**src/rtl/rf_pkg.sv**
```systemverilog
// Shared types and constants for the transceiver SPI scheduler: engine modes,
// FSM states, the power-up register-write table and the INTSTAT address.
package rf_pkg;

    typedef enum logic [1:0] {
        SHORT_RD = 2'b00,
        SHORT_WR = 2'b01,
        LONG_RD  = 2'b10,
        LONG_WR  = 2'b11
    } rf_mode_e;

    typedef enum logic [2:0] {
        S_RST_WAIT,
        S_INIT_ISSUE,
        S_INIT_WAIT,
        S_IDLE,
        S_ISSUE,
        S_WAIT
    } rf_state_e;

    typedef struct packed {
        logic       is_long;
        logic [9:0] addr;
        logic [7:0] data;
    } init_entry_t;

    localparam int INIT_LEN   = 3;
    localparam int INIT_IDX_W = $clog2(INIT_LEN + 1);

    localparam init_entry_t [0:INIT_LEN-1] INIT_TABLE = '{
        '{1'b0, 10'h02A, 8'h07},
        '{1'b1, 10'h222, 8'h01},
        '{1'b0, 10'h011, 8'hFF}
    };

    localparam logic [9:0] INTSTAT_ADDR = 10'h031;

    function automatic rf_mode_e wr_mode(input logic is_long);
        return is_long ? LONG_WR : SHORT_WR;
    endfunction

endpackage

```
**src/rtl/rf_sdo_deser.sv**
```systemverilog
// Serial read-data capture: shifts eng_sdo in MSB first while the engine is busy;
// the low byte at completion is the register value read.
module rf_sdo_deser (
    input  logic       clk,
    input  logic       rst,
    input  logic       i_clr,
    input  logic       i_shift_en,
    input  logic       i_sdo,
    output logic [7:0] o_byte
);

    logic [7:0] r_shift;
    logic [7:0] w_shift_next;

    assign w_shift_next[0] = i_sdo;
    generate
        for (genvar gi = 1; gi < 8; gi++) begin : g_shift
            assign w_shift_next[gi] = r_shift[gi-1];
        end
    endgenerate

    always_ff @(posedge clk or posedge rst) begin
        if (rst) begin
            r_shift <= '0;
        end else if (i_clr) begin
            r_shift <= '0;
        end else if (i_shift_en) begin
            r_shift <= w_shift_next;
        end
    end

    assign o_byte = r_shift;

endmodule

```
**src/rtl/rf_spi_sched.sv**
```systemverilog
// Init sequencer plus host/interrupt arbiter in front of the SPI register engine.
// Optional busy timeout with engine abort is built when RF_SPI_SCHED_TIMEOUT_EN is defined.
module rf_spi_sched
    import rf_pkg::*;
#(
    parameter int RST_WAIT       = 16,
    parameter int TIMEOUT_CYCLES = 64
) (
    input  logic       clk,
    input  logic       rst,
    input  logic       i_rf_intr,
    input  logic       i_host_req,
    input  logic       i_host_we,
    input  logic       i_host_long,
    input  logic [9:0] i_host_addr,
    input  logic [7:0] i_host_wdata,
    output logic       o_host_ack,
    output logic [7:0] o_host_rdata,
    output logic       o_irq_valid,
    output logic [7:0] o_irq_status,
    output logic       o_init_done,
    output logic       o_err,
    output logic       o_eng_c_en,
    output logic [1:0] o_eng_mode,
    output logic [9:0] o_eng_addr,
    output logic [7:0] o_eng_data,
    output logic       o_eng_abort,
    input  logic       i_eng_ready,
    input  logic       i_eng_sdo
);

    localparam int CNT_MAX = (RST_WAIT > TIMEOUT_CYCLES) ? RST_WAIT : TIMEOUT_CYCLES;
    localparam int CNT_W   = $clog2(CNT_MAX + 1) + 1;

    rf_state_e              r_state;
    logic [CNT_W-1:0]       r_cnt;
    logic [INIT_IDX_W-1:0]  r_idx;
    logic                   r_seen_busy;
    logic                   r_last_irq;
    logic                   r_cur_host;
    logic                   r_cur_we;
    logic                   r_c_en;
    rf_mode_e               r_mode;
    logic [9:0]             r_addr;
    logic [7:0]             r_data;
    logic                   r_host_ack;
    logic [7:0]             r_host_rdata;
    logic                   r_irq_valid;
    logic [7:0]             r_irq_status;
    logic                   r_init_done;

    logic [INIT_IDX_W-1:0]  w_next_idx;
    init_entry_t            w_next_entry;
    logic                   w_in_wait;
    logic                   w_done;
    logic                   w_timeout;
    logic                   w_irq_win;
    logic [7:0]             w_rd_byte;

    assign w_next_idx   = r_idx + 1'b1;
    assign w_next_entry = INIT_TABLE[w_next_idx];
    assign w_in_wait    = (r_state == S_WAIT) || (r_state == S_INIT_WAIT);
    // Completion needs the engine to have been seen busy at least once since issue.
    assign w_done       = w_in_wait && i_eng_ready && r_seen_busy;
    assign w_irq_win    = i_rf_intr && !(r_last_irq && i_host_req);

    rf_sdo_deser u_deser (
        .clk        (clk),
        .rst        (rst),
        .i_clr      (r_c_en),
        .i_shift_en (!i_eng_ready),
        .i_sdo      (i_eng_sdo),
        .o_byte     (w_rd_byte)
    );

`ifdef RF_SPI_SCHED_TIMEOUT_EN
    logic [CNT_W-1:0] r_tmo;
    logic             r_abort;
    logic             r_err;

    assign w_timeout = w_in_wait && !w_done && (r_tmo == CNT_W'(TIMEOUT_CYCLES - 1));

    always_ff @(posedge clk or posedge rst) begin
        if (rst) begin
            r_tmo   <= '0;
            r_abort <= 1'b0;
            r_err   <= 1'b0;
        end else begin
            r_abort <= w_timeout;
            if (w_timeout) begin
                r_err <= 1'b1;
            end
            r_tmo <= w_in_wait ? r_tmo + 1'b1 : '0;
        end
    end

    assign o_eng_abort = r_abort;
    assign o_err       = r_err;
`else
    assign w_timeout   = 1'b0;
    assign o_eng_abort = 1'b0;
    assign o_err       = 1'b0;
`endif

    always_ff @(posedge clk or posedge rst) begin
        if (rst) begin
            r_state      <= S_RST_WAIT;
            r_cnt        <= '0;
            r_idx        <= '0;
            r_seen_busy  <= 1'b0;
            r_last_irq   <= 1'b0;
            r_cur_host   <= 1'b0;
            r_cur_we     <= 1'b0;
            r_c_en       <= 1'b0;
            r_mode       <= SHORT_RD;
            r_addr       <= '0;
            r_data       <= '0;
            r_host_ack   <= 1'b0;
            r_host_rdata <= '0;
            r_irq_valid  <= 1'b0;
            r_irq_status <= '0;
            r_init_done  <= 1'b0;
        end else begin
            r_c_en      <= 1'b0;
            r_host_ack  <= 1'b0;
            r_irq_valid <= 1'b0;
            if (w_in_wait && !i_eng_ready) begin
                r_seen_busy <= 1'b1;
            end
            case (r_state)
                S_RST_WAIT: begin
                    if (r_cnt == CNT_W'(RST_WAIT)) begin
                        r_state <= S_INIT_ISSUE;
                        r_idx   <= '0;
                        r_c_en  <= 1'b1;
                        r_mode  <= wr_mode(INIT_TABLE[0].is_long);
                        r_addr  <= INIT_TABLE[0].addr;
                        r_data  <= INIT_TABLE[0].data;
                    end else begin
                        r_cnt <= r_cnt + 1'b1;
                    end
                end
                S_INIT_ISSUE: begin
                    r_state     <= S_INIT_WAIT;
                    r_seen_busy <= 1'b0;
                end
                S_INIT_WAIT: begin
                    if (w_done || w_timeout) begin
                        if (r_idx == INIT_IDX_W'(INIT_LEN - 1)) begin
                            r_init_done <= 1'b1;
                            r_state     <= S_IDLE;
                        end else begin
                            r_idx   <= w_next_idx;
                            r_state <= S_INIT_ISSUE;
                            r_c_en  <= 1'b1;
                            r_mode  <= wr_mode(w_next_entry.is_long);
                            r_addr  <= w_next_entry.addr;
                            r_data  <= w_next_entry.data;
                        end
                    end
                end
                S_IDLE: begin
                    if (w_irq_win) begin
                        r_state    <= S_ISSUE;
                        r_c_en     <= 1'b1;
                        r_mode     <= SHORT_RD;
                        r_addr     <= INTSTAT_ADDR;
                        r_data     <= '0;
                        r_cur_host <= 1'b0;
                        r_last_irq <= 1'b1;
                    end else if (i_host_req) begin
                        r_state    <= S_ISSUE;
                        r_c_en     <= 1'b1;
                        r_mode     <= rf_mode_e'({i_host_long, i_host_we});
                        r_addr     <= i_host_addr;
                        r_data     <= i_host_wdata;
                        r_cur_host <= 1'b1;
                        r_cur_we   <= i_host_we;
                        r_last_irq <= 1'b0;
                    end
                end
                S_ISSUE: begin
                    r_state     <= S_WAIT;
                    r_seen_busy <= 1'b0;
                end
                S_WAIT: begin
                    if (w_done) begin
                        r_state <= S_IDLE;
                        if (r_cur_host) begin
                            r_host_ack <= 1'b1;
                            if (!r_cur_we) begin
                                r_host_rdata <= w_rd_byte;
                            end
                        end else begin
                            r_irq_valid  <= 1'b1;
                            r_irq_status <= w_rd_byte;
                        end
                    end else if (w_timeout) begin
                        r_state <= S_IDLE;
                    end
                end
                default: r_state <= S_RST_WAIT;
            endcase
        end
    end

    assign o_eng_c_en   = r_c_en;
    assign o_eng_mode   = r_mode;
    assign o_eng_addr   = r_addr;
    assign o_eng_data   = r_data;
    assign o_host_ack   = r_host_ack;
    assign o_host_rdata = r_host_rdata;
    assign o_irq_valid  = r_irq_valid;
    assign o_irq_status = r_irq_status;
    assign o_init_done  = r_init_done;

endmodule
```
**config.mk**
```make
export PLATFORM = sky130hd
export DESIGN_NAME = rf_spi_sched
export DESIGN_NICKNAME = d
export VERILOG_FILES = /design/src/rtl/rf_pkg.sv /design/src/rtl/rf_sdo_deser.sv /design/src/rtl/rf_spi_sched.sv
export SDC_FILE = /design/constraint.sdc
export NUM_CORES = 1
export LEC_CHECK = 0
export BUFFER_PORTS_ARGS = -buffer_cell sky130_fd_sc_hd__clkbuf_2
export CAP_MARGIN = 20
export CORE_ASPECT_RATIO = 0.9
export CORE_MARGIN = 4
export CORE_UTILIZATION = 45
export DETAILED_ROUTE_END_ITERATION = 6
export GPL_TIMING_DRIVEN = 0
export HOLD_SLACK_MARGIN = 0.08
export PLACE_DENSITY = 0.68
export SETUP_SLACK_MARGIN = 0.05
export SLEW_MARGIN = 10
export SYNTH_ARGS = -nofsm -noshare
export SYNTH_HDL_FRONTEND = slang
export SYNTH_SLANG_ARGS = --single-unit
```
**constraint.sdc**
```tcl
create_clock -name clk -period 2.75 [get_ports clk]
set_clock_uncertainty 0.2 [all_clocks]
set_input_delay 0.1375 -clock clk [delete_from_list [all_inputs] [get_ports clk]]
set_output_delay 0.1375 -clock clk [all_outputs]
set_load 0.05 [all_outputs]
```
# == Word level (Yosys, flattened, before mapping) ==
# Cells that the tools add are included.
# op_classes
div_mod_pow,0
eq_ne,13
magnitude_cmp,1
n_mux,53
multipliers,0
n_reduce_logical,23
n_addsub,2
n_shift,0
bitwise,5
# op_table
operator,n
$mux W8,7
$mux W10,5
$bmux W19 S2,1
$mux W19,2
$pmux W10 S3,1
$pmux W8 S3,1
$mux W2,10
$pmux W3 S6,1
$mux W1,17
$mux W3,5
$reduce_and A4 Y1,3
$reduce_and A3 Y1,3
$add A8 B1 Y8 const B,1
$eq A8 B5 Y1 const B,1
$ne A2 B2 Y1 const B,4
$eq A3 B2 Y1 const B,2
$eq A3 B3 Y1 const B,2
$pmux W2 S3,1
$reduce_bool A2 Y1,3
$logic_and A1 B1 Y1,5
$reduce_and A5 Y1,1
$not A1 Y1,4
$pmux W2 S2,1
$reduce_and A2 Y1,2
other kinds (13),14
# word_totals
input_bits,26
ram_bits,0
latchBits,0
n_memories,0
regBits,65
elab_cells,114
output_inout_bits,42
romBits,0

# == Depth between registers and ports, before layout ==
# Gate-level depths: netlist of run 1.
# logic_depth
ltp_word,9
mapped_depth,7

# == Hierarchy ==
# Synthesis of run 1 repeated with hierarchy kept, for this count alone.
# unflattened
hier_cells,264
hier_area_um2,3060.4
# modules_own_cells
mod,instances,area_per_inst_um2,cells_each,seq_area_each_um2
rf_spi_sched,1,2731.4,237,1426.4
rf_sdo_deser,1,329.1,27,200.2

# == Least setup slack after synthesis of run 1 ==
# No wires, ideal clock.
# synth_timing
kind,reg2reg
startpoint,register r_idx[0]
endpoint,register r_addr[3] (netlist: o_eng_addr[3])
stages_incl_launch_ff,8
setup_time_ns,0.125
required_time_ns,2.425
arrival_time_ns,1.756
period_less_slack_ns,2.081
setup_slack_ns,0.669
path_cell_list,dfrtp_1 > inv_1 > ha_1 > nand3b_1 > a21o_1 > a211oi_2 > buf_6 > mux2_4
# synth_via
elab_chain_cells,8
elab_cells_between_ends,11
cone_classes,add/sub (1); eq/ne (2); mux (6); bitwise (1); reduce/logical (1)
# synth_rtl
element,line_no,source
from (decl),rf_spi_sched.sv:37,logic [INIT_IDX_W-1:0] r_idx;
from (signal assigned),rf_spi_sched.sv:153,r_idx <= w_next_idx;
$add A2 B1 Y2,rf_spi_sched.sv:60,assign w_next_idx = r_idx + 1'b1;
$not A2 Y3 (implied by the code),rf_spi_sched.sv:61,assign w_next_entry = INIT_TABLE[w_next_idx];
$bmux W19 S2,rf_spi_sched.sv:61,
$mux W19 (implied by the code) (2 in a row),rf_spi_sched.sv:61,
$mux W10,rf_spi_sched.sv:149,if (r_idx == INIT_IDX_W'(INIT_LEN - 1)) begin
$mux W10,rf_spi_sched.sv:148,if (w_done || w_timeout) begin
$pmux W10 S3,rf_spi_sched.sv:130,case (r_state)
to (signal assigned),rf_spi_sched.sv:137,r_addr <= INIT_TABLE[0].addr;
to (signal assigned),rf_spi_sched.sv:157,r_addr <= w_next_entry.addr;
to (signal assigned),rf_spi_sched.sv:175,r_addr <= i_host_addr;
to (decl),rf_spi_sched.sv:44,logic [9:0] r_addr;
# Several ways; a longest one is shown, not always the timed one. The select of a mux whose other input is x is not followed.
# A chain may end at the register's enable or synchronous reset.

# == Worst setup path in the final report of run 1 ==
# Same ends and word-level chain as after synthesis.

==> run summary, run 1 <==
In this run the standard cell core region covers 6317 sq um. The worst hold slack after final layout is 282.1 ps. The cell with the largest stage delay on the worst path is sky130_fd_sc_hd__dfrtp_1.

Among cell families on the critical path, the largest total delay comes from compound AO/OA/AOI/OAI gates. The number of storage elements in the synthesis netlist came out at 65. The synthesized cell area came out at 3007 sq um.

Traced cell by cell, the critical path runs through inv_1, ha_1, nand3b_1, a21o_1, a211oi_2, buf_6, mux2_4. The floorplan die width is 94.16 um. STA classifies the critical path endpoint as a flip-flop. The endpoint required time on the critical path is 2780 ps. The HPWL after detailed placement came out at 4414 um.

The vertical die dimension is 85.55 um. The share of synthesized registers carrying an async set or reset is 1.000. The data arrival time at the worst-slack endpoint is 2410 ps. The post-synthesis cell type count came out at 46. The clock sink count is 65. Subtracting the final worst setup slack from the clock period gives 2382 ps.

The total overflow left after global routing is 0. The first-pass detailed-route iteration total is 4. The number of failing setup endpoints in the final timing report came out at 0. The count of buffers added by post-CTS timing repair for setup came out at 0. The mean instance size in the synthesized netlist is 11.65 sq um. The average wire per cell in the routed design is 14.39 um. The largest stage delay on the critical path came out at 430 ps. The largest buffer count on any clock path came out at 2.

The top cell types in the final layout, fill and taps aside, are sky130_fd_sc_hd__clkbuf_2 (65), sky130_fd_sc_hd__dfrtp_1 (65), sky130_fd_sc_hd__dlygate4sd3_1 (25), sky130_fd_sc_hd__mux2i_1 (22), sky130_fd_sc_hd__inv_1 (21). The clock-pin transition on the worst setup and hold timing paths came out at 70 ps. Wires add up to 6504 um.

The part of the Yosys area used for sequential elements came out at 0.5410. The class of the worst hold path is reg2reg. The wire length of the first global-routing pass came out at 10650 um. The floorplan row count came out at 27.

The vias after detailed routing came out at 2217. Dividing total power by cell area gives a power density of 1115 nW/um^2. The starting DRC count in detailed routing is 105. The max-slew violation count is 0.

The run finished with clean final reports. Input and output buffers added on the ports amount to 65. The number of I/O pins came out at 68. The cell count after synthesis is 258. The top achievable clock speed is 419.9 MHz. The number of antenna diodes in the final layout is 0. Across the VDD grid, the largest voltage drop is 0.0005591 V. The number of warnings printed during yosys synthesis is 0. The number of flops mapped to enable cells by yosys came out at 0. The number of DRC violations after detailed routing came out at 0. The number of buffers created by CTS came out at 9. The number of buffers and inverters on the critical path is 2. The full die area came out at 8055 sq um. The most instantiated flip-flop cell in the synthesis netlist is sky130_fd_sc_hd__dfrtp_1.

The max-capacitance violation count came out at 0. Overall power consumption after layout is estimated at 0.004343 W. The fraction of final layout cells with drive strength greater than 1 is 0.3288.

The H-tree was split into 3 levels. Setup repair after global routing left no endpoint under its margin. The area added between synthesis and finish is 29.50%. The critical path class is reg2reg. The mean number of vias per cell came out at 4.905. The leakage power figure came out at 1.994 nW. The number of global-route vias before repair is 2210.

The weighted congestion reported at the end of routability-driven placement came out at 0.8569. TritonCTS built the clock tree. The ratio of final minimum period to clock period came out at 0.8661. The final antenna-violating net count is 0. The cell sitting at the root of the clock tree is a sky130_fd_sc_hd__clkbuf_8.

The number of antenna violations at the first check in global routing is 0. Entering global routing, the biggest net connects 66 pins. The clock latency on the worst-skew pair is 340 ps. The all-layer global routing usage came out at 0.1709. At the end of the flow, the number of nets in the layout was 392. The number of fill cells came out at 548. The critical path launch point type is a flip-flop. The count of endpoints failing hold in the final timing report is 0. The pin slew with the least headroom to its limit is 788.9 ps. The worst slew slack as a fraction of its limit came out at 0.4741. The critical-path maximum fanout is 10. The initial utilization of the core area, before any placement, comes to 0.4759.
==> synth_stat cells (all sizes together) (4+ instances only) <==
master,count,share of area
nor2,15,0.019
nand3,6,0.010
buf,11,0.022
inv,22,0.027
mux2,23,0.092
nor3,4,0.0083
mux2i,22,0.073
a21oi,13,0.025
ha,6,0.025
dfrtp,65,0.54
o21ai,15,0.025
nand2,18,0.022
==> cells by family (layout without fill, tap and decap cells) <==
logic type / count (synthesis) / in the layout / synth area share
buffers and inverters: 34 / 140 / 0.05077
adders and majority gates: 6 / 6 / 0.02497
DFF: 65 / 65 / 0.5410
AOI/OAI and AO/OA: 40 / 40 / 0.08449
and+or+nand+nor: 61 / 61 / 0.1144
muxes: 45 / 45 / 0.1656
xor gates and xnor gates: 6 / 6 / 0.01748
other: 1 / 2 / 0.001247
==> area by class of cell <==
class | count | area [sq um] | share of cell area
multi-input cells | 160 | 1231 | 0.3162
clock buffers | 11 | 141.4 | 0.03631
flip-flops and latches | 65 | 1627 | 0.4177
inverters | 22 | 85.08 | 0.02185
clock inverters | 5 | 55.05 | 0.01414
repair buffers | 90 | 575.6 | 0.1478
well taps | 87 | 108.9 | 0.02796
plain buffers | 12 | 70.07 | 0.01799
==> metrics by stage <==
step	TNS (ps)	instance area (sq um)	instances	utilization	setup slack (ps)
after global routing	0	3894	452	0.6164	285.7
final	0	3894	452	0.6164	368.3
after detailed placement	0	3447	411	0.5457	407.7
after floorplan	0	3010	259	-	668.9
after CTS	0	3894	452	0.6164	386.8
after global placement	-366.1	3445	411	0.5453	-9.450
==> sequential cells by signal, summed over array words and instances (netlist names) <==
register        flops
r_idx               2
o_host_rdata        8
o_host_ack          1
o_eng_data          8
o_irq_status        8
o_init_done         1
u_deser.o_byte      8
r_state             3
r_last_irq          1
o_eng_addr         10
r_cur_host          1
r_seen_busy         1
r_cnt               8
o_irq_valid         1
r_cur_we            1
o_eng_c_en          1
o_eng_mode          2
==> final timing paths <==
kind / start / end / slack [ps] / cells past startpoint
setup / recovery: r_idx[0] / o_eng_addr[3] / 370 / 7
hold / removal: r_cnt[6] / r_cnt[6] / 280 / 1
setup reg to reg: r_idx[0] / o_eng_addr[3] / 370 / 7
hold reg to reg: r_cnt[6] / r_cnt[6] / 280 / 1
max in group asynchronous: rst / u_deser.o_byte[1] / 1530 / 3
min in group asynchronous: rst / o_eng_addr[8] / 290 / 3
==> metal layers <==
metal | global-route usage | wire length (um) | up-vias | part of all wire
met1 | 0.2277 | 3145 | 1049 | 0.48
met4 | 0.05906 | 99 | 0 | 0.015
met3 | 0.05877 | 443 | 11 | 0.068
met2 | 0.2610 | 2816 | 70 | 0.43
li1 | - | - | 1087 | -
met5 | 0 | 0 | - | 0
==> timing repair <==
| item | in CTS | in global routing |
|---|---|---|
| hold buffers | 25 | 0 |
| hold endpoints to repair | 93 | 0 |
| resized for setup | 0 | 0 |
==> where the power goes <==
part	switching [W]	internal [W]	leakage, nW
clock	0.000364	0.000440	0.0953
combinational	0.00134	0.000718	1.05
sequential	0.000223	0.00125	0.844
total	0.00193	0.00241	1.99
Note: power is estimated with default switching activity, not from simulation.
==> run 2: changes to the inputs <==
- ABC_AREA: default -> 1
- GPL_ROUTABILITY_DRIVEN: default -> 0
- clock period: 2.75 -> 3 ns (I/O delays scaled with it)
==> run 2 against run 1 <==
Against the previous run: wire length grew 9.4%; sequential power shrank 11%; sequential share of layout area shrank 1.3 points; sequential cell count is the same; final cell count increased by 26%; synthesized cell count up 44%; worst setup slack better by 280 ps; total power down 13%; final area grew 3.2%; global-route usage increased by 1.6 points; worst hold slack worse by 15 ps.
==> run summary, run 2 <==
The critical-path maximum fanout is 9 (was 10). The number of instances resized during post-cts repair came out at 0 (unchanged). Status: finished clean (unchanged). The count of endpoints failing hold in the final timing report is 0 (unchanged). The area of the multi-input gates is 1170 sq um (was 1231 sq um). The max-capacitance violation count is 0 (unchanged).

Top cells by area in the synthesized netlist: sky130_fd_sc_hd__dfrtp_1 (53%), sky130_fd_sc_hd__nand2_1 (13%), sky130_fd_sc_hd__inv_1 (6.2%), sky130_fd_sc_hd__o21ai_1 (6.0%), sky130_fd_sc_hd__o21ai_0 (4.5%) (was sky130_fd_sc_hd__dfrtp_1 (54%), sky130_fd_sc_hd__mux2i_1 (7.3%), sky130_fd_sc_hd__mux2_2 (6.4%), sky130_fd_sc_hd__inv_1 (2.7%), sky130_fd_sc_hd__ha_1 (2.5%)). The cell with the most instances after synthesis was sky130_fd_sc_hd__nand2_1 (was sky130_fd_sc_hd__dfrtp_1). The wire length of the first global-routing pass came to 11890 um (was 10650 um). The HPWL after detailed placement came out at 4914 um (was 4414 um). The mean number of vias per cell came out at 4.750 (was 4.905). The max-slew violation count is 0 (unchanged). The count of buffers added by post-CTS timing repair for setup is 0 (unchanged). The area of the core region came out at 6621 sq um (was 6317 sq um).

The post-synthesis cell type count came to 26 (was 46). The cell count after synthesis came out at 372 (was 258). The final standard cell utilization of the core is 0.6068 (was 0.6164).

The floorplan row count was 28 (was 27). Leaving out fill and tap cells, the most frequent cell in the layout is sky130_fd_sc_hd__nand2_1. The final period demand of the worst path is 2353 ps.

The met3 layer wire length in the routed design is 428 um (was 443 um). The source of the worst register-to-register timing path is o_eng_c_en (was r_idx[0]). The cell taking the most area after synthesis was sky130_fd_sc_hd__dfrtp_1 (unchanged). The sequential cell area came to 1627 sq um (unchanged). The worst slew slack as a fraction of its limit came out at 0.4793 (was 0.4741).

The wire length after detailed routing was 7116 um (was 6504 um). The maximum resistive drop on vdd was 0.0006321 V (was 0.0005591 V). The endpoint required time on the critical path is 3020 ps (was 2780 ps). The hold path startpoint is i_rf_intr (was r_cnt[6]). The final antenna-violating net count is 0 (unchanged). The number of DRC violations after detailed routing was 0 (unchanged). The clock tree from TritonCTS is yes (unchanged). The clock sink count is 65 (unchanged). The pin count of the biggest net entering global routing is 66 (unchanged). The full die area is 8260 sq um (was 8055 sq um). The top-area cell type share of the netlist area came out at 0.5263 (was 0.5410). The number of global-route vias before repair came out at 2582 (was 2210). The top routing layer in use is met4 (unchanged).

The number of flops mapped to enable cells by yosys is 0 (unchanged). The beginning of the critical path was i_eng_ready (was r_idx[0]). The top achievable clock speed came out at 424.9 MHz.

The number of I/O pins came out at 68 (unchanged). The critical path launch point type is an input pin (was flip-flop). The setup total negative slack is 0 ps (unchanged).

The met2 routed wirelength is 3386 um (was 2816 um). The vias after detailed routing was 2712 (was 2217). Top library cells by usage in the layout, fill and taps aside: sky130_fd_sc_hd__nand2_1 (105), sky130_fd_sc_hd__clkbuf_2 (65), sky130_fd_sc_hd__dfrtp_1 (65), sky130_fd_sc_hd__inv_1 (50), sky130_fd_sc_hd__o21ai_1 (37) (was sky130_fd_sc_hd__clkbuf_2 (65), sky130_fd_sc_hd__dfrtp_1 (65), sky130_fd_sc_hd__dlygate4sd3_1 (25), sky130_fd_sc_hd__mux2i_1 (22), sky130_fd_sc_hd__inv_1 (21)). The all-layer global routing usage was 0.1872 (was 0.1709).

The initial core utilization is 0.4667 (was 0.4759). The antenna diode count is 0 (unchanged). The most instantiated flip-flop cell in the synthesis netlist is sky130_fd_sc_hd__dfrtp_1 (unchanged). RSZ-0062 raised after global routing: false (unchanged). The cell at the root of the clock tree is sky130_fd_sc_hd__clkbuf_8 (unchanged). The sum of overflow across all layers after global routing is 0 (unchanged). The endpoint class of the critical path is a flip-flop (unchanged). The class of the worst hold path was in2reg (was reg2reg). The number of buffers created by CTS is 9 (unchanged). The number of port buffers was 65 (unchanged). The first-pass detailed-route iteration total came out at 4 (unchanged). The critical path class is in2reg (was reg2reg).

The leakage power figure is 2.094 nW (was 1.994 nW). The mean instance size in the synthesized netlist came out at 8.308 sq um (was 11.65 sq um). The total power per unit cell area came out at 937.3 nW/um^2 (was 1115 nW/um^2). The share of synthesized registers carrying an async set or reset came to 1.000 (unchanged). The number of fill cells is 577 (was 548). The total number of nets in the final design came out at 508 (was 392).

Leading cell types by count after synthesis: sky130_fd_sc_hd__nand2_1 (105), sky130_fd_sc_hd__dfrtp_1 (65), sky130_fd_sc_hd__inv_1 (51) (was sky130_fd_sc_hd__dfrtp_1 (65), sky130_fd_sc_hd__inv_1 (22), sky130_fd_sc_hd__mux2i_1 (22)). The vertical die dimension came out at 86.62 um (was 85.55 um). The flip-flop count of the largest register, all copies and words added came to 10 (unchanged). The data arrival time at the worst-slack endpoint is 2380 ps (was 2410 ps). The starting DRC count in detailed routing is 124 (was 105). The pin slew with the least headroom to its limit came to 781.0 ps (was 788.9 ps). The synthesized cell area came out at 3090 sq um (was 3007 sq um). The total number of H-tree levels is 3 (unchanged). The number of storage elements in the synthesis netlist is 65 (unchanged).

The clock latency on the worst-skew pair came out at 340 ps (about the same). The fraction of final layout cells with drive strength greater than 1 came out at 0.2183 (was 0.3288). The part of the Yosys area used for sequential elements was 0.5263 (was 0.5410). The number of failing setup endpoints in the final timing report is 0 (unchanged). The number of antenna violations at the first check in global routing is 0 (unchanged). The largest buffer count on any clock path is 2 (unchanged). The area added between synthesis and finish came out at 30.00% (was 29.50%). The floorplan die width came out at 95.36 um (was 94.16 um). The met1 wire length came out at 3200 um (was 3145 um). The clock-pin transition on the worst setup and hold timing paths came out at 80 ps (was 70 ps).

The number of warnings printed during yosys synthesis is 0 (unchanged). The average wire per cell in the routed design came out at 12.46 um (was 14.39 um). The ratio of final minimum period to clock period is 0.7845.
-- run 2: final timing paths --
| kind | to | slack (ps) | depth (start not counted) |
|---|---|---|---|
| worst max-delay path | u_deser.o_byte[0] | 650 | 7 |
| max in group asynchronous | o_eng_addr[2] | 1790 | 3 |
| worst min-delay path | o_eng_data[6] | 270 | 6 |
| worst min register to register | o_init_done | 280 | 1 |
| min in group asynchronous | o_host_rdata[5] | 310 | 3 |
| worst max register to register | u_deser.o_byte[0] | 780 | 5 |
-- run 2: kinds of logic after synthesis --
family / Yosys count / share of synthesized area
adders and majority gates: 6 / 0.02429
other: 1 / 0.001213
buffers and inverters: 68 / 0.09635
xor gates and xnor gates: 5 / 0.01417
DFF: 65 / 0.5263
and+or+nand+nor: 156 / 0.2211
AOI/OAI and AO/OA: 71 / 0.1166
-- run 2: routing by layer --
metal / GRT usage / up-vias
li1: - / 1385
met1: 0.2462 / 1233
met2: 0.2931 / 83
met3: 0.05295 / 11
met4: 0.07208 / 0
met5: 0 / -
-- run 2: stage by stage --
| step | area (sq um) | cells | total power (W) | hold WS (ps) | worst slack, ps |
|---|---|---|---|---|---|
| after floorplan | 3094 | 373 | 0.002566 | 100.1 | 1024 |
| after global placement | 3532 | 528 | 0.002924 | 221.6 | 261.4 |
| after detailed placement | 3535 | 528 | 0.002955 | 151.3 | 1220 |
| after CTS | 4018 | 571 | 0.003796 | 223.6 | 683.9 |
| after global routing | 4018 | 571 | 0.004033 | 310.1 | 579.2 |
| final | 4018 | 571 | 0.003766 | 266.7 | 646.6 |
-- run 2: repair_timing --
item,4_1_cts,5_1_grt
hold buffers,27,0
endpoints found under the setup margin,0,0
hold endpoints to repair,99,0
-- run 2: worst max-delay path: stages --
cell and delay (ps):
sky130_fd_sc_hd__dlygate4sd3_1 520, sky130_fd_sc_hd__clkbuf_2 130, sky130_fd_sc_hd__clkinv_1 220, sky130_fd_sc_hd__nand3_1 150, sky130_fd_sc_hd__dlygate4sd3_1 560, sky130_fd_sc_hd__o21ai_0 70
sky130_fd_sc_hd__dlygate4sd3_1 560
-- run 2: report_power, final --
group,internal (W),switching (W)
clock network,0.000435,0.000349
registers,0.00115,0.000172
logic,0.000451,0.00121
-- run 2: final cells by class --
type,count,share of cell area
clock inverter,5,0.01526
timing repair buffer,92,0.1482
multi-input combinational,240,0.2912
sequential,65,0.4049
tap,90,0.02803
buffer,12,0.02180
inverter,56,0.05294
clock buffer,11,0.03768
==> run 3: changes to the inputs <==
- PLACE_DENSITY: 0.68 -> 0.71
- clock period: 3 -> 2 ns (I/O delays scaled with it)
==> run 3 against run 2 <==
Against the previous run: utilization decreased by 0.36 points; final cell count down 0.35%; wire length grew 0.17%; clock-buffer cell count fell by 1; die area unchanged; total power grew 49%; highest routed layer unchanged.
==> run summary, run 3 (synthesized netlist as in run 2, its figures left out) <==
The number of buffers created by CTS is 9 (unchanged). The cell at the root of the clock tree is sky130_fd_sc_hd__clkbuf_8 (unchanged). Top library cells by usage in the layout, fill and taps aside: sky130_fd_sc_hd__nand2_1 (105), sky130_fd_sc_hd__clkbuf_2 (65), sky130_fd_sc_hd__dfrtp_1 (65), sky130_fd_sc_hd__inv_1 (50), sky130_fd_sc_hd__o21ai_1 (37) (unchanged).

The post-placement setup slack is 194.7 ps (was 1220 ps). The final period demand of the worst path came out at 1781 ps. The wire length after detailed routing came out at 7128 um (was 7116 um).

The terminus of the critical flop-to-flop path is o_host_rdata[0] (was u_deser.o_byte[0]). The placed standard-cell area is 3535 sq um (unchanged). The number of port buffers came out at 65 (unchanged). The worst slew slack as a fraction of its limit came out at 0.4863 (was 0.4793). The starting DRC count in detailed routing came out at 96 (was 124). The setup slack of the worst register-to-register path came out at 220 ps (was 780 ps). The average wire per cell in the routed design came to 12.53 um (was 12.46 um). The critical-path maximum fanout came out at 10 (was 9). The largest buffer count on any clock path was 2 (unchanged). The number of antenna violations at the first check in global routing was 0 (unchanged). The clock-pin transition on the worst setup and hold timing paths was 70 ps (was 80 ps). The count of endpoints failing hold in the final timing report is 0 (unchanged). The pin count of the biggest net entering global routing came out at 66 (unchanged). The leakage power figure is 2.081 nW (was 2.094 nW). The number of stages on the worst hold path came out at 6 (unchanged). The number of global-route vias before repair came to 2661 (was 2582). The flip-flop count of the largest register, all copies and words added was 10 (unchanged). RSZ-0062 raised after global routing: false (unchanged). The worst hold slack after final layout is 172.4 ps (was 266.7 ps).

The area added between synthesis and finish came to 29.23% (was 30.00%). The class of the worst hold path is in2reg (unchanged). The wire length of the first global-routing pass came to 12030 um (was 11890 um). The mean number of vias per cell is 4.728 (was 4.750). The final antenna-violating net count is 0 (unchanged). The critical path launch point type is a flip-flop (was input pin). The initial core utilization was 0.4667 (unchanged). The HPWL after detailed placement was 4968 um (was 4914 um).

The antenna diode count came out at 0 (unchanged). The data arrival time at the worst-slack endpoint came out at 1810 ps (was 2380 ps). The vertical die dimension is 86.62 um (unchanged). The endpoint required time on the critical path is 2030 ps (was 3020 ps). The hold path startpoint is i_rf_intr (unchanged). The floorplan die width came out at 95.36 um (unchanged). The endpoint with the worst hold slack is o_eng_data[4] (was o_eng_data[6]). The total instance count after detailed placement is 528 (unchanged). The number of fill cells is 589 (was 577).

The max-slew violation count is 0 (unchanged). The number of DRC violations after detailed routing came out at 0 (unchanged). The final cell count without fillers came out at 569 (was 571).

The max-capacitance violation count came out at 0 (unchanged). The total number of H-tree levels came out at 3 (unchanged). The least setup slack across all paths after layout is 218.5 ps (was 646.6 ps). The total power per unit cell area is 1404 nW/um^2 (was 937.3 nW/um^2).

The cell area after layout came to 3994 sq um (was 4018 sq um). The top achievable clock speed came out at 561.3 MHz. The fraction of final layout cells with drive strength greater than 1 was 0.2213 (was 0.2183). The sum of overflow across all layers after global routing came to 0 (unchanged).

The floorplan row count is 28 (unchanged). The critical path class is reg2reg (was in2reg). The area of the core region came out at 6621 sq um (unchanged).

Status: finished clean (unchanged). The all-layer global routing usage came out at 0.1872 (about the same). The area of the multi-input gates came out at 1172 sq um (was 1170 sq um). The number of I/O pins came out at 68 (unchanged). The clock sink count came to 65 (unchanged). The full die area was 8260 sq um (unchanged).

The vias after detailed routing is 2690 (was 2712). The maximum resistive drop on vdd is 0.001124 V (was 0.0006321 V). The source of the worst register-to-register timing path is r_state[1] (was o_eng_c_en). The clock tree from TritonCTS is yes (unchanged). The endpoint class of the critical path is a flip-flop (unchanged). The number of failing setup endpoints in the final timing report came out at 0 (unchanged). The pin slew with the least headroom to its limit came out at 770.6 ps (was 781.0 ps).

The sequential cell area came out at 1627 sq um (unchanged). The total number of nets in the final design is 506 (was 508). The count of cells along the worst register-to-register path came out at 7 (was 5).

The clock latency on the worst-skew pair came to 330 ps (was 340 ps). The leading cell type in the layout, fill and taps excluded is sky130_fd_sc_hd__nand2_1 (unchanged). Of the available clock period, the critical path in the final layout requires 0.8907. The setup total negative slack is 0 ps (unchanged). The first-pass detailed-route iteration total is 4 (unchanged).
## run 3: cell count changes in the layout (fill, tap and decap cells not counted), sizes merged
cell         before  now
inv              56   55
dlygate4sd3      27   25
clkinv            4    6
buf              11   10
## run 3: how the worst max path moves through the flow
stage | from | to | cells past startpoint
final | r_state[1] | o_host_rdata[0] | 7
after global placement | rst | o_eng_data[4] | 2
after global routing | r_cnt[0] | r_state[0] | 9
after CTS | r_cnt[0] | r_cnt[7] | 10
after detailed placement | r_cnt[0] | r_cnt[7] | 10
after floorplan | rst | o_eng_addr[0] | 1
## run 3: final cells by class
type | count | share of cell area
buffer | 12 | 0.02256
clock buffer | 10 | 0.03446
clock inverter | 6 | 0.01660
inverter | 56 | 0.05326
multi-input combinational | 240 | 0.2935
sequential | 65 | 0.4073
tap | 90 | 0.02820
timing repair buffer | 90 | 0.1441
## run 3: routing by layer
| layer | vias to the layer above | track usage | share of wire |
|---|---|---|---|
| met1 | 1233 | 0.2440 | 0.46 |
| met3 | 14 | 0.05729 | 0.047 |
| met2 | 67 | 0.2905 | 0.47 |
| met4 | 0 | 0.07602 | 0.021 |
| met5 | - | 0 | 0 |
| li1 | 1376 | - | - |
## run 3: timing repair
action                                  CTS  global route
hold buffers                             25             0
buffers inserted                          0             0
endpoints found under the setup margin    0             1
resized for setup                         0             2
hold endpoints to repair                 99             0
## run 3: power breakdown
group	switching [W]	leakage [nW]	internal, W
Sequential	0.000256	0.862	0.00172
Combinational	0.00183	1.11	0.000668
Clock	0.000520	0.107	0.000614
## run 3: critical path: stages, from the launching register on
cell                      delay [ps]
sky130_fd_sc_hd__dfrtp_1         490
sky130_fd_sc_hd__inv_2           130
sky130_fd_sc_hd__nand3_2         100
sky130_fd_sc_hd__nor3_2          150
sky130_fd_sc_hd__nand2_1         220
sky130_fd_sc_hd__buf_2           260
sky130_fd_sc_hd__nand2_1          70
sky130_fd_sc_hd__o21ai_1          60
## run 3: through the flow
step	util	power [W]
6_report	0.6032	0.005606
5_1_grt	0.6032	0.006010
4_1_cts	0.6024	0.005631
3_5_place_dp	0.5338	0.004442
3_3_place_gp	0.5334	0.004382
2_1_floorplan	-	0.003849
